--- src/rtl/window_pkg.sv ---
// Shared types and elaboration-time helpers for the multi-channel window streamer.
package window_pkg;

  typedef enum logic [1:0] {
    StIdle,
    StEmit,
    StDone
  } state_e;

  function automatic int out_dim(input int img, input int k, input int stride, input int pad);
    return (img + 2 * pad - k) / stride + 1;
  endfunction

  function automatic int clog2_min1(input int x);
    return (x < 2) ? 1 : $clog2(x);
  endfunction

  // Flat bit offset of pixel (c,r,x) in an image, or element (c,kr,kc) in a window.
  function automatic int flat_bit(input int c, input int r, input int x, input int h,
                                  input int w, input int dw);
    return ((c * h + r) * w + x) * dw;
  endfunction

endpackage

--- src/rtl/window_gather.sv ---
// Combinational window gather: picks each (c,kr,kc) element out of the frame, zero outside it.
module window_gather
  import window_pkg::*;
#(
  parameter int DATA_WIDTH = 8,
  parameter int CHANNELS   = 1,
  parameter int IMG_H      = 4,
  parameter int IMG_W      = 4,
  parameter int K_H        = 2,
  parameter int K_W        = 2,
  parameter int STRIDE_H   = 1,
  parameter int STRIDE_W   = 1,
  parameter int PAD        = 0,
  parameter int ROW_W      = 1,
  parameter int COL_W      = 1
) (
  input  logic [DATA_WIDTH*CHANNELS*IMG_H*IMG_W-1:0] frame,
  input  logic [ROW_W-1:0]                           row,
  input  logic [COL_W-1:0]                           col,
  output logic [DATA_WIDTH*CHANNELS*K_H*K_W-1:0]     win_data
);

  localparam int ImgBits = DATA_WIDTH * CHANNELS * IMG_H * IMG_W;
  localparam int IdxW    = clog2_min1(ImgBits);

  for (genvar c = 0; c < CHANNELS; c++) begin : g_ch
    for (genvar kr = 0; kr < K_H; kr++) begin : g_kr
      for (genvar kc = 0; kc < K_W; kc++) begin : g_kc
        localparam int WinBit = flat_bit(c, kr, kc, K_H, K_W, DATA_WIDTH);

        int                    src_r;
        int                    src_c;
        logic [DATA_WIDTH-1:0] pix;

        always_comb begin
          // Signed so that the padded border maps to negative coordinates.
          src_r = int'(row) * STRIDE_H + kr - PAD;
          src_c = int'(col) * STRIDE_W + kc - PAD;
          pix   = '0;
          if (src_r >= 0 && src_r < IMG_H && src_c >= 0 && src_c < IMG_W) begin
            pix = frame[IdxW'(flat_bit(c, src_r, src_c, IMG_H, IMG_W, DATA_WIDTH)) +: DATA_WIDTH];
          end
        end

        assign win_data[WinBit +: DATA_WIDTH] = pix;
      end
    end
  end

endmodule

--- src/rtl/window_stream_mc.sv ---
// Multi-channel sliding-window generator: captures a frame on start and streams every
// window in raster order over a valid/ready handshake.
module window_stream_mc
  import window_pkg::*;
#(
  parameter int DATA_WIDTH = 8,
  parameter int CHANNELS   = 1,
  parameter int IMG_H      = 4,
  parameter int IMG_W      = 4,
  parameter int K_H        = 2,
  parameter int K_W        = 2,
  parameter int STRIDE_H   = 1,
  parameter int STRIDE_W   = 1,
  parameter int PAD        = 0
) (
  input  logic                                                       clk,
  input  logic                                                       rst,
  input  logic                                                       start,
  input  logic [DATA_WIDTH*CHANNELS*IMG_H*IMG_W-1:0]                 image_flat,
  input  logic                                                       win_ready,
  output logic [DATA_WIDTH*CHANNELS*K_H*K_W-1:0]                     win_data,
  output logic                                                       win_valid,
  output logic [clog2_min1(out_dim(IMG_H, K_H, STRIDE_H, PAD))-1:0]  win_row,
  output logic [clog2_min1(out_dim(IMG_W, K_W, STRIDE_W, PAD))-1:0]  win_col,
  output logic                                                       win_last,
  output logic                                                       busy,
  output logic                                                       done
);

  localparam int OutH    = out_dim(IMG_H, K_H, STRIDE_H, PAD);
  localparam int OutW    = out_dim(IMG_W, K_W, STRIDE_W, PAD);
  localparam int RowW    = clog2_min1(OutH);
  localparam int ColW    = clog2_min1(OutW);
  localparam int ImgBits = DATA_WIDTH * CHANNELS * IMG_H * IMG_W;
  localparam int WinBits = DATA_WIDTH * CHANNELS * K_H * K_W;

  localparam logic [RowW-1:0] LastRow = RowW'(OutH - 1);
  localparam logic [ColW-1:0] LastCol = ColW'(OutW - 1);

  if (STRIDE_H < 1 || STRIDE_W < 1 || IMG_H + 2 * PAD < K_H || IMG_W + 2 * PAD < K_W ||
      OutH < 1 || OutW < 1) begin : g_bad_cfg
    $error("window_stream_mc: kernel/stride/pad give an empty output");
  end

  state_e               state_q, state_d;
  logic [RowW-1:0]      row_q, row_d;
  logic [ColW-1:0]      col_q, col_d;
  logic [ImgBits-1:0]   frame_q, frame_d;
  logic [WinBits-1:0]   data_q, data_d;
  logic [WinBits-1:0]   gathered;
  logic                 xfer;
  logic                 at_last;

  assign xfer    = (state_q == StEmit) && win_ready;
  assign at_last = (row_q == LastRow) && (col_q == LastCol);

  always_comb begin
    state_d = state_q;
    row_d   = row_q;
    col_d   = col_q;
    frame_d = frame_q;
    unique case (state_q)
      StIdle: begin
        if (start) begin
          frame_d = image_flat;
          row_d   = '0;
          col_d   = '0;
          state_d = StEmit;
        end
      end
      StEmit: begin
        if (xfer) begin
          if (at_last) begin
            // Counters return to zero so IDLE/DONE present all-zero coordinates.
            row_d   = '0;
            col_d   = '0;
            state_d = StDone;
          end else if (col_q == LastCol) begin
            col_d = '0;
            row_d = row_q + RowW'(1);
          end else begin
            col_d = col_q + ColW'(1);
          end
        end
      end
      StDone:  state_d = StIdle;
      default: state_d = StIdle;
    endcase
  end

  // Gather looks at the next frame/coordinates so the window register loads with the counters.
  window_gather #(
    .DATA_WIDTH (DATA_WIDTH),
    .CHANNELS   (CHANNELS),
    .IMG_H      (IMG_H),
    .IMG_W      (IMG_W),
    .K_H        (K_H),
    .K_W        (K_W),
    .STRIDE_H   (STRIDE_H),
    .STRIDE_W   (STRIDE_W),
    .PAD        (PAD),
    .ROW_W      (RowW),
    .COL_W      (ColW)
  ) u_gather (
    .frame    (frame_d),
    .row      (row_d),
    .col      (col_d),
    .win_data (gathered)
  );

  always_comb begin
    data_d = data_q;
    unique case (state_q)
      StIdle:  if (start) data_d = gathered;
      StEmit:  if (xfer) data_d = at_last ? '0 : gathered;
      default: data_d = '0;
    endcase
  end

  always_ff @(posedge clk) begin
    if (rst) begin
      state_q <= StIdle;
      row_q   <= '0;
      col_q   <= '0;
      frame_q <= '0;
      data_q  <= '0;
    end else begin
      state_q <= state_d;
      row_q   <= row_d;
      col_q   <= col_d;
      frame_q <= frame_d;
      data_q  <= data_d;
    end
  end

  assign win_valid = (state_q == StEmit);
  assign busy      = (state_q == StEmit);
  assign done      = (state_q == StDone);
  assign win_row   = row_q;
  assign win_col   = col_q;
  assign win_data  = data_q;
  assign win_last  = win_valid && at_last;

endmodule

--- config.mk ---
export PLATFORM = sky130hd
export DESIGN_NAME = window_stream_mc
export DESIGN_NICKNAME = d
export VERILOG_FILES = /design/src/rtl/window_pkg.sv /design/src/rtl/window_gather.sv /design/src/rtl/window_stream_mc.sv
export SDC_FILE = /design/constraint.sdc
export NUM_CORES = 1
export LEC_CHECK = 0
export ABC_AREA = 1
export CAP_MARGIN = 20
export CORE_ASPECT_RATIO = 2
export CORE_MARGIN = 2
export CORE_UTILIZATION = 28
export CTS_CLUSTER_SIZE = 12
export DETAILED_ROUTE_END_ITERATION = 8
export GPL_TIMING_DRIVEN = 0
export SLEW_MARGIN = 5
export SYNTH_ARGS = -nofsm -noshare
export SYNTH_HDL_FRONTEND = slang
export SYNTH_HIERARCHICAL = 1
export SYNTH_SLANG_ARGS = --single-unit
--- constraint.sdc ---
create_clock -name clk -period 2.95 [get_ports clk]
set_input_delay 0.4425 -clock clk [delete_from_list [all_inputs] [get_ports clk]]
set_output_delay 0.4425 -clock clk [all_outputs]
set_load 0.01 [all_outputs]
# Yosys cells after proc, flatten, opt, wreduce, memory -nomap -nowiden
# Cells that the tools add are included.
[word_totals]
out_inout_bits = 40
elab_cells = 72
in_bits = 132
ff_bits = 166
[op_classes]
mux = 24
magnitude_cmp = 8
eq_ne = 7
reduce_logical = 16
n_addsub = 8
n_shift = 4
[ops]
columns = ["op", "count"]
rows = [
  ["128-bit by 7-bit indexed part select with 8-bit output", 4],
  ["128-bit 2-to-1 mux", 2],
  ["32-bit 2-to-1 mux", 3],
  ["32-bit case mux with 2 select lines", 1],
  ["32-bit by 1-bit greater-or-equal comparator with 1-bit output, second input constant", 1],
  ["32-bit by 4-bit < comparator with 1-bit output, second input constant", 1],
  ["8-bit 2-to-1 mux", 4],
  ["2-bit 2-to-1 mux", 11],
  ["1-bit logical AND", 13],
  ["2-bit case mux with 2 select lines", 3],
  ["4-bit adder", 2],
  ["2-bit by 1-bit adder with 3-bit output, second input constant", 2],
  ["2-bit == test, second input constant", 3],
  ["2-bit by 3-bit < comparator with 1-bit output, second input constant", 2],
  ["2-bit by 1-bit adder with 2-bit output, second input constant", 2],
  ["4-bit by 2-bit adder with 4-bit output", 1],
  ["4-bit by 3-bit adder with 4-bit output", 1],
  ["2-bit by 1-bit greater-or-equal comparator with 1-bit output, second input constant", 2],
  ["2-bit by 1-bit inequality test with 1-bit output, second input constant", 2],
  ["3-bit by 1-bit greater-or-equal comparator with 1-bit output, second input constant", 1],
  ["3-bit < comparator, second input constant", 1],
  ["3-bit AND reduction", 1],
  ["2-bit by 1-bit == test with 1-bit output, second input constant", 1],
  ["2-bit logical NOT", 1],
  ["other kinds (2)", 2],
]

# Longest topological paths before layout
[depth]
ltp_word = 14
depth_mapped = 19
ltp_nobuf = 17

# Hierarchy
# The synthesis kept the hierarchy.
[by_module_without_submodules]
columns = ["module", "area_each_um2", "seq_area_each_um2", "cells_per_inst", "instances"]
rows = [
  ["window_stream_mc", 7149.4, 3323.2, 881, 1],
  ["window_gather", 1790.5, 0.0, 420, 1],
]

# Least setup slack after synthesis
# Ideal clock, no wire load.
[synth_path]
path_kind = "register to register"
startpoint = "register row_q[0], in the netlist win_row[0]"
endpoint = "register data_q[29], in the netlist win_data[29]"
t_arrival_ns = 2.609
synth_period_minus_slack_ns = 2.741
path_slack_ns = 0.209
path_stages_with_launch = 20
path_buffers = 4
required_ns = 2.818
setup_time_ns = 0.132
path_cell_list = "dfxtp_1 > inv_1 > ha_1 > nand2_1 > nand2_1 > o21ai_0 > nand2_1 > nand2_1 > buf_4 > clkinv_1 > buf_2 > ha_1 > buf_2 > inv_1 > buf_2 > nand2_1 > nand2_1 > nor2_1 > nand3_1 > a21oi_1"
[synth_between]
elab_chain_cells = 14
word_cells_on_any_way = 27
cone_classes = "add/sub: 4; order compare: 4; eq/ne: 1; shift: 1; mux: 13; reduce/logical: 4"
[synth_lines]
columns = ["item", "line_no", "source"]
rows = [
  ["start, declared", "window_stream_mc.sv:46", "logic [RowW-1:0] row_q, row_d;"],
  ["start signal, assigned", "window_stream_mc.sv:129", "row_q <= row_d;"],
  ["2-bit by 1-bit adder with 2-bit output / 2-bit == test (equally long branches)", "window_stream_mc.sv:80, window_stream_mc.sv:55", ""],
  ["2-bit 2-to-1 mux / 1-bit logical AND (equally long branches)", "window_stream_mc.sv:78, window_stream_mc.sv:55", ""],
  ["2-bit 2-to-1 mux", "window_stream_mc.sv:73", "if (at_last) begin"],
  ["2-bit 2-to-1 mux", "window_stream_mc.sv:72", "if (xfer) begin"],
  ["2-bit case mux with 2 select lines *", "window_stream_mc.sv:62", "unique case (state_q)"],
  ["named net row_d[0]", "window_stream_mc.sv:46", ""],
  ["2-bit by 1-bit adder with 3-bit output *", "window_gather.sv:37", "src_r = int'(row) * STRIDE_H + kr - PAD;"],
  ["branches (longest 4 deep; another with 4-bit adder)", "-", ""],
  ["8-bit 2-to-1 mux *", "window_gather.sv:40", "if (src_r >= 0 && src_r < IMG_H && src_c >= 0 && src_c < IMG_W) begin"],
  ["named net gathered[29]", "window_stream_mc.sv:50", "logic [WinBits-1:0] gathered;"],
  ["32-bit 2-to-1 mux (2 in series)", "window_stream_mc.sv:115", "StEmit: if (xfer) data_d = at_last ? '0 : gathered;"],
  ["32-bit case mux with 2 select lines *", "window_stream_mc.sv:113", "unique case (state_q)"],
  ["end signal, assigned", "window_stream_mc.sv:132", "data_q <= data_d;"],
  ["end, declared", "window_stream_mc.sv:49", "logic [WinBits-1:0] data_q, data_d;"],
]
# Mark *: on every way through the listed nets, which the timed path passes. The select of a mux whose other input is x is not followed.
# A chain may end at the register's enable or synchronous reset.

# Worst setup path after layout
[layout_path]
startpoint = "input win_ready"
endpoint = "register data_q[9], in the netlist win_data[9]"
[layout_between]
elab_chain_cells = 11
word_cells_on_any_way = 22
cone_classes = "add/sub: 2; order compare: 4; eq/ne: 1; shift: 1; mux: 9; reduce/logical: 5"
[layout_lines]
columns = ["item", "line_no", "source"]
rows = [
  ["start, declared", "window_stream_mc.sv:20", "input logic win_ready,"],
  ["1-bit logical AND *", "window_stream_mc.sv:54", "assign xfer = (state_q == StEmit) && win_ready;"],
  ["2-bit 2-to-1 mux *", "window_stream_mc.sv:72", ""],
  ["2-bit case mux with 2 select lines *", "window_stream_mc.sv:62", ""],
  ["named net col_d[0]", "window_stream_mc.sv:47", "logic [ColW-1:0] col_q, col_d;"],
  ["2-bit by 1-bit adder with 3-bit output *", "window_gather.sv:38", "src_c = int'(col) * STRIDE_W + kc - PAD;"],
  ["branches (longest 3 deep; another with 4-bit adder)", "-", ""],
  ["8-bit 2-to-1 mux *", "window_gather.sv:40", ""],
  ["named net gathered[9]", "window_stream_mc.sv:50", ""],
  ["32-bit 2-to-1 mux (2 in series)", "window_stream_mc.sv:115", ""],
  ["32-bit case mux with 2 select lines *", "window_stream_mc.sv:113", ""],
]
# Marked as above.

==> impl_metrics.json <==
{
  "dr.pass1.iters": 5,
  "fmax_mhz": 361,
  "maxSlewHeadroom_pct": 60.4,
  "cp.arrival_ns": 3.07,
  "cellPowerDensity_nw_per_um2": 530,
  "total_power_uw": 4200,
  "start_kind": "input pin",
  "wl_mm": 20.7,
  "worstSkewPairLatency_ns": 0.36,
  "timing_hold_violations_final": 0,
  "numPortBuffers": 106,
  "drcViolationCount": 0,
  "rr_worst_depth": 16,
  "synth_area_sq_um": 6170,
  "antenna_found_initial": 0,
  "fillCellCount": 2349,
  "drive_gt1_share_pct": 13.4,
  "clock-sinks": 102,
  "cp.required_ns": 3.25,
  "yosys_warnings": 6,
  "diodes": 0,
  "clk_pin_slew_ns": 0.07,
  "rows": 76,
  "hold_path_end": "win_data[30]$_SDFFE_PP0P_",
  "syn-num-nets": 1102,
  "critPathKind": "in2reg",
  "drv_slew": 0,
  "cts_tree": "done",
  "critPathCaptureType": "flop",
  "dieArea_sq_um": 23300,
  "grt_pass1_wl_mm": 32.7,
  "via_per_inst": 4.54,
  "drt-initial-drc-count": 288,
  "dp_hpwl_mm": 16.9,
  "fin_area_sq_um": 7920,
  "num_vias": 6175,
  "grt_usage_pct": 18.5,
  "whs_path_depth": 2,
  "skew_ns": 0.0132,
  "maxCapViolCount": 0,
  "place.gp.congestion": 0.980,
  "whs_ns": 0.217,
  "fin_nets": 1219,
  "antenna_violating_nets_post_route": 0,
  "core_area_sq_um": 21600,
  "placed_cells": 1344,
  "die_y_um": 214,
  "grt_overflow": 0,
  "r2r_end": "win_data[9]$_SDFFE_PP0P_",
  "cts_root_buf": "clkbuf_16",
  "min_from": "rst",
  "cts_inserted_buffers": 9,
  "syn2layout_area_growth_pct": 28.4,
  "post-place-ws_ns": -0.764,
  "timing.final.ws_setup_ns": 0.177,
  "wire_per_inst_um": 15.2,
  "grt_max_degree": 18,
  "post_dp_cell_area_sq_um": 7570,
  "r2r_setup_slack_ns": 0.22,
  "outcome": "finished clean",
  "die_w_um": 109,
  "grt_pass1_vias": 6193,
  "tightest_slew_ns": 0.593,
  "path_max_fanout": 10,
  "io_pins": 172,
  "p_leak_uw": 0.00383,
  "start_util_pct": 28.6,
  "synth_area_per_cell_sq_um": 6.39,
  "fin_crit_ns": 2.77,
  "setup_viol": 0,
  "htree_levels": 3,
  "hp-class": "in2reg",
  "worstReg2RegStart": "win_row[0]$_SDFF_PP0_",
  "syn_inst": 965,
  "cts_buffer_depth": 2,
  "irDropWorstVdd_uv": 258,
  "finalCritPeriodShare_pct": 94.0,
  "rsz0062_at_grt": "false",
  "layoutNonFillerInstCount": 1360
}
where the power goes:
| part | internal, uW | leakage (uW) | total [uW] | switching (uW) |
|---|---|---|---|---|
| combinational | 582 | 0.00285 | 1460 | 883 |
| sequential | 1500 | 0.000842 | 1550 | 45.9 |
| clock | 625 | 0.000138 | 1190 | 562 |
| total | 2710 | 0.00383 | 4200 | 1490 |
registers in the layout, indices dropped and copies added (netlist names):
register  count
frame_q      64
win_data     32
state_q       2
win_col       2
win_row       2
metrics by stage:
step	util, %	setup TNS [ns]
after CTS	36.5	0
after detailed placement	35.1	-14.47
after floorplan	-	0
after global placement	35.1	-14.26
final	36.7	0
after global routing	36.7	0
routing by layer:
layer  wire [um]  part of all wire, %  global-route usage [%]  up-vias
met5           0                    0                       0        -
met4        1130                  5.5                    10.9        0
met3         600                  2.9                    2.31       47
met2       11600                   56                    35.1      145
met1        7390                   36                    18.4     2776
li1            -                    -                       -     3207
placed cells by master (no fill, tap or decap), types with 2 or more instances in the layout:
| cell | count |
|---|---|
| a21oi_1 | 51 |
| buf_2 | 18 |
| buf_4 | 17 |
| buf_6 | 14 |
| clkbuf_1 | 13 |
| clkbuf_16 | 9 |
| clkbuf_8 | 2 |
| clkdlybuf4s50_1 | 106 |
| clkinv_4 | 2 |
| clkinvlp_4 | 2 |
| dfxtp_1 | 100 |
| dfxtp_2 | 2 |
| ha_1 | 5 |
| inv_1 | 106 |
| inv_2 | 6 |
| nand2_1 | 262 |
| nand2_2 | 4 |
| nand3_1 | 98 |
| nor2_1 | 117 |
| nor2_2 | 5 |
| o21ai_0 | 10 |
| o21ai_1 | 10 |
| o21ai_2 | 49 |
| o21bai_1 | 3 |
| or2_0 | 9 |
| or2_1 | 47 |
| or2_2 | 8 |
cell type report:
cell class                      instances  area (sq um)  share of cell area [%]
Multi-Input combinational cell        683          3280                    41.5
Sequential cell                       102          2040                    25.8
Timing Repair Buffer                  107          1070                    13.5
Buffer                                 64           445                    5.62
Inverter                              115           442                    5.58
Tap cell                              273           342                    4.31
Clock buffer                           11           253                    3.19
Clock inverter                          5          41.3                   0.521
worst max-delay path by stage:
stage / from / to / cells past startpoint
4_1_cts: win_row[0]$_SDFF_PP0_ / win_data[29]$_SDFFE_PP0P_ / 18
3_5_place_dp: win_ready / win_data[9]$_SDFFE_PP0P_ / 17
5_1_grt: win_row[0]$_SDFF_PP0_ / win_data[24]$_SDFFE_PP0P_ / 17
3_3_place_gp: win_ready / win_data[9]$_SDFFE_PP0P_ / 17
2_1_floorplan: win_row[0]$_SDFF_PP0_ / win_data[29]$_SDFFE_PP0P_ / 19
6_report: win_ready / win_data[9]$_SDFFE_PP0P_ / 16
critical path: stages:
cell	delay, ns
clkdlybuf4s50_1	0.55
nand3_2	0.13
nand2_2	0.08
inv_1	0.06
o21ai_1	0.15
inv_1	0.10
ha_1	0.30
buf_4	0.17
inv_2	0.14
buf_6	0.17
nand3_1	0.08
nand2_1	0.12
nor2_1	0.05
nor2_1	0.23
nand3_1	0.14
a21oi_1	0.13
repair_timing:
action / in CTS / in global routing
buffers inserted: 1 / 0
hold buffers: 0 / 0
pin swaps: 1 / 2
endpoints found under the hold margin: 0 / 0
resized for setup: 8 / 13
setup endpoints to repair: 16 / 24
No activity file was read; power rests on OpenSTA's default activity.
